===== config.mk =====
export PLATFORM = sky130hd
export DESIGN_NAME = display_scanner
export DESIGN_NICKNAME = d
export VERILOG_FILES = /design/src/rtl/display_scanner.sv
export SDC_FILE = /design/constraint.sdc
export NUM_CORES = 1
export LEC_CHECK = 0
export ABC_AREA = 1
export BUFFER_PORTS_ARGS = -buffer_cell sky130_fd_sc_hd__buf_2
export CAP_MARGIN = 20
export CORE_MARGIN = 2
export CORE_UTILIZATION = 40
export DETAILED_ROUTE_END_ITERATION = 7
export GPL_ROUTABILITY_DRIVEN = 0
export GPL_TIMING_DRIVEN = 0
export SYNTH_ARGS = -nofsm -noshare
export SYNTH_HDL_FRONTEND = slang
export SYNTH_SLANG_ARGS = --single-unit

===== constraint.sdc =====
create_clock -name CLK -period 3.5 [get_ports CLK]
set_input_delay 0.7 -clock CLK [delete_from_list [all_inputs] [get_ports CLK]]
set_output_delay 0.7 -clock CLK [all_outputs]
set_load 0.01 [all_outputs]

===== src/rtl/display_scanner.sv =====
// Two-digit seven-segment scanner: divides CLK into the digit scan clock and
// double-buffers the displayed byte so a new value only appears at a frame start.
module display_scanner #(
  parameter int DIV      = 50000,
  parameter bit BLANK_LZ = 1'b1
) (
  input  logic       CLK,
  input  logic       RST,
  input  logic [7:0] VALUE,
  input  logic       LOAD,
  output logic       ACK,
  output logic       S_CLK,
  output logic [6:0] SEG
);

  localparam int CW = (DIV > 1) ? $clog2(DIV) : 1;

  logic [CW-1:0] cnt_q, cnt_d;
  logic          s_clk_q, s_clk_d;
  logic [7:0]    pend_q, pend_d;
  logic          pend_v_q, pend_v_d;
  logic [7:0]    disp_q, disp_d;
  logic          ack_q, ack_d;
  logic [6:0]    seg_q, seg_d;

  logic          toggle;
  logic          transfer;
  logic [3:0]    digit;

  function automatic logic [6:0] glyph(input logic [3:0] nib);
    case (nib)
      4'h0:    glyph = 7'b1000000;
      4'h1:    glyph = 7'b1111001;
      4'h2:    glyph = 7'b0100100;
      4'h3:    glyph = 7'b0110000;
      4'h4:    glyph = 7'b0011001;
      4'h5:    glyph = 7'b0010010;
      4'h6:    glyph = 7'b0000010;
      4'h7:    glyph = 7'b1111000;
      4'h8:    glyph = 7'b0000000;
      4'h9:    glyph = 7'b0010000;
      4'hA:    glyph = 7'b0001000;
      4'hB:    glyph = 7'b0000011;
      4'hC:    glyph = 7'b1000110;
      4'hD:    glyph = 7'b0100001;
      4'hE:    glyph = 7'b0000110;
      default: glyph = 7'b0001110;
    endcase
  endfunction

  always_comb begin
    toggle   = (cnt_q == CW'(DIV - 1));
    // A frame starts when digit 1 hands back to digit 0; only then may DISP change.
    transfer = toggle && s_clk_q && pend_v_q;

    cnt_d    = toggle ? '0 : cnt_q + CW'(1);
    s_clk_d  = toggle ? ~s_clk_q : s_clk_q;
    disp_d   = transfer ? pend_q : disp_q;
    ack_d    = transfer;

    pend_d   = pend_q;
    pend_v_d = pend_v_q;
    if (LOAD) begin
      pend_d   = VALUE;
      pend_v_d = 1'b1;
    end else if (transfer) begin
      pend_v_d = 1'b0;
    end

    // SEG is computed from the post-edge digit and DISP so it lines up with S_CLK.
    digit = s_clk_d ? disp_d[7:4] : disp_d[3:0];
    seg_d = seg_q;
    if (toggle) begin
      if (s_clk_d && BLANK_LZ && (disp_d[7:4] == 4'h0)) seg_d = 7'b1111111;
      else                                              seg_d = glyph(digit);
    end
  end

  always_ff @(posedge CLK or posedge RST) begin
    if (RST) begin
      cnt_q    <= '0;
      s_clk_q  <= 1'b0;
      pend_q   <= 8'h00;
      pend_v_q <= 1'b0;
      disp_q   <= 8'h00;
      ack_q    <= 1'b0;
      seg_q    <= 7'b1000000;
    end else begin
      cnt_q    <= cnt_d;
      s_clk_q  <= s_clk_d;
      pend_q   <= pend_d;
      pend_v_q <= pend_v_d;
      disp_q   <= disp_d;
      ack_q    <= ack_d;
      seg_q    <= seg_d;
    end
  end

  assign ACK   = ack_q;
  assign S_CLK = s_clk_q;
  assign SEG   = seg_q;

endmodule

==> impl_metrics.toml <==
[status]
status = "completed"

[placement]
detailed_place_hpwl_um = 3220
buffer_ports.inserted = 18
placed_standard_cell_area_um2 = 2510

[logic_synthesis]
async_flop_share_pct = 100
biggest_area_contributors_in_the_synthesized_netlist = "sky130_fd_sc_hd__dfrtp_1 (44%), sky130_fd_sc_hd__nand2_1 (13%), sky130_fd_sc_hd__nand3_1 (6.5%)"
yosys.cell_count.top_type = "sky130_fd_sc_hd__nand2_1"
synth_commonest_cells = "sky130_fd_sc_hd__nand2_1 (80), sky130_fd_sc_hd__dfrtp_1 (41), sky130_fd_sc_hd__inv_1 (30), sky130_fd_sc_hd__nand3_1 (30), sky130_fd_sc_hd__nor2_1 (25)"
netlist.top_cell.by_area = "sky130_fd_sc_hd__dfrtp_1"
ys_seq_elements = 42
ys_types = 31
synth-edff-count = 0
syn_nets = 299
synth.yosys.seq_area_share_pct = 45.6
yosys.area.top_type_share_pct = 44.5
syn-instance-count = 280
synth_ff_type = "sky130_fd_sc_hd__dfrtp_1"
syn-mean-instance-area_um2 = 8.24
synth.yosys.warnings = 0
post_synth_instance_area_um2 = 2310

[global_route]
grt_overflow = 0
grt_first_pass_wirelength_um = 7770
first_global_vias = 1796
grt_antenna_before_repair = 0
grt_start_max_net_pins = 28
track_usage_pct = 15.6

[critical_path]
slowest_stage = "sky130_fd_sc_hd__ha_1"
timing.reg2reg.worst_path_depth = 20
crit_path_max_incr_delay_ns = 0.42
ordered_cell_list_for_the_critical_path = "ha_1 > nand2_2 > nor2_4 > inv_2 > nor2_4 > nand2_4 > clkinv_4 > buf_12 > ha_1 > inv_2 > nand3_1 > nand2_1 > inv_1 > ha_1 > nand3_1 > nand2_1 > nand2_1 > nand3_1 > nand2_1 > inv_1"
required_ns = 3.69
cp_data_arrival_time_ns = 3.18
crit_fanout = 10
worst-setup-path-type = "register to register"
endpoint_kind = "register"
cp-start-kind = "register"
cp_common_cell = "sky130_fd_sc_hd__nand2_1"

[clocking]
worst_setup_hold_path_clk_slew_ns = 0.08
clk_root_buffer_cell = "sky130_fd_sc_hd__clkbuf_8"
max_clock_buf_depth = 2
clk-insertion-delay-late_ns = 0.29
cts-htree-levels = 2
cts_inserted_buffers = 5
quantity_of_gates_resized_following_cts = 0
clock_sinks = 42
cts_tree = "done"
post-cts-setup-buffer-count = 0
postCtsHoldBufs = 0

[power]
power.leakage_nw = 1.44
power.density_cell_area_nw_per_um2 = 371
ir_worst_vdd_v = 0.000227

[final_layout]
post_layout_instance_area_um2 = 2650
sequential_cell_area_um2 = 1050
syn2layout_area_growth_pct = 14.6
insertedDiodeCount = 0
multiInputGateArea_um2 = 1070
final_standard_cell_utilization_of_the_core_pct = 47.7
final_net_count = 325
final_layout_size_suffix_gt1_share_pct = 21.5
filler_cell_count = 579

[floorplan]
die_h_um = 79.9
die_width_um = 79.9
core_region_area_um2 = 5540
die_area_um2 = 6390
start_util_pct = 41.6
io_pins = 20
num_rows = 27

[routing]
detailedRoute.firstPassIterationCount = 4
finalWirelength_um = 4210
drt-vias-per-instance = 4.79
vias = 1814
drt_iter0_markers = 45
wire_per_inst_um = 11.1
drc = 0
detail-route-antenna-nets = 0

[sta]
summed_negative_setup_slack_over_all_endpoints_ns = 0
report.final.slew_viol_count = 0
post_route_skew_ns = 0.00676
hold_viol = 0
final-setup-viol-count = 0
max-slew-margin-rel_pct = 74.5
fin_crit_sh_pct = 85.5
shortest_clock_period_the_worst_path_allows_after_layout_ns = 2.99
max_freq_mhz = 334
tightest_slew_ns = 0.382
worst_hold_slack_ns = 0.369
unrepaired_setup_endpoints_after_global_routing = "no"

[hold_path]
holdCritPathClass = "primary input to asynchronous set/reset pin"

[run]
timing.max_cap.violations = 0
-- per-layer routing --
layer	GRT usage [%]	up-vias	wire length, um
met5	0	-	0
met1	19.1	854	1930
li1	-	927	-
met4	5.59	0	61
met2	26.8	26	2110
met3	3.39	7	120
-- state kept, by name, summed over array words and instances, names as in the netlist --
name      cells
SEG           7
ACK           1
S_CLK         1
pend_q        8
cnt_q        16
pend_v_q      1
disp_q        8
-- stage by stage --
step                std cells  worst slack [ns]  power (mW)
floorplan                 280             0.865       0.522
global placement          370             0.536       0.533
detailed placement        371             0.497       0.537
CTS                       379             0.466       0.999
global route              379             0.231        1.02
finish                    379             0.507       0.981
-- area by class of cell --
type | instances | share of cell area (%)
Clock inverter | 3 | 2.60
Sequential cell | 42 | 39.8
Inverter | 36 | 5.30
Buffer | 4 | 1.61
Timing Repair Buffer | 19 | 4.16
Clock buffer | 5 | 2.60
Tap cell | 72 | 3.41
Multi-Input combinational cell | 198 | 40.5
-- worst max-delay path, delay by kind of cell (launching register included) --
kind	cells	cell delay, ns
simple gates	11	0.94
fa+ha+maj	3	0.89
buf+inv	6	0.63
flops	1	0.41
-- path summary, 6_finish.rpt --
check / slack (ns) / from / endpoint
min reg2reg: 0.47 / cnt_q[0] / cnt_q[0]
max reg2reg: 0.51 / cnt_q[0] / SEG[3]
min in group CLK: 0.47 / cnt_q[0] / cnt_q[0]
max: 0.51 / cnt_q[0] / SEG[3]
min: 0.37 / RST / cnt_q[7]
max in group asynchronous: 2.59 / RST / SEG[6]
-- layout by cell type (no fill, tap or decap), types with 2 or more instances in the layout --
master	count
sky130_fd_sc_hd__a21oi_1	8
sky130_fd_sc_hd__buf_12	2
sky130_fd_sc_hd__buf_2	18
sky130_fd_sc_hd__bufinv_16	2
sky130_fd_sc_hd__clkbuf_8	5
sky130_fd_sc_hd__clkinv_4	2
sky130_fd_sc_hd__dfrtp_1	41
sky130_fd_sc_hd__ha_1	8
sky130_fd_sc_hd__inv_1	29
sky130_fd_sc_hd__inv_2	6
sky130_fd_sc_hd__nand2_1	80
sky130_fd_sc_hd__nand2_2	8
sky130_fd_sc_hd__nand2_4	4
sky130_fd_sc_hd__nand3_1	30
sky130_fd_sc_hd__nand3_4	3
sky130_fd_sc_hd__nor2_1	25
sky130_fd_sc_hd__nor2_2	3
sky130_fd_sc_hd__nor2_4	5
sky130_fd_sc_hd__nor3_1	4
sky130_fd_sc_hd__o21ai_0	6
sky130_fd_sc_hd__o21ai_1	2
sky130_fd_sc_hd__or2_2	2
sky130_fd_sc_hd__xor2_1	3
-- cells by family after synthesis --
| family | share of synthesized area [%] |
|---|---|
| buffers and inverters | 7.92 |
| AOI/OAI and AO/OA | 4.45 |
| xor gates and xnor gates | 1.14 |
| and+or+nand+nor | 36.6 |
| adders and majority gates | 4.34 |
| DFF | 45.6 |
-- report_power, final --
part | switching, mW | total (mW) | internal [mW]
sequential | 0.00429 | 0.497 | 0.493
combinational | 0.0182 | 0.0281 | 0.00985
clock | 0.170 | 0.456 | 0.286
total | 0.192 | 0.981 | 0.789
(Power assumes the default switching activity.)
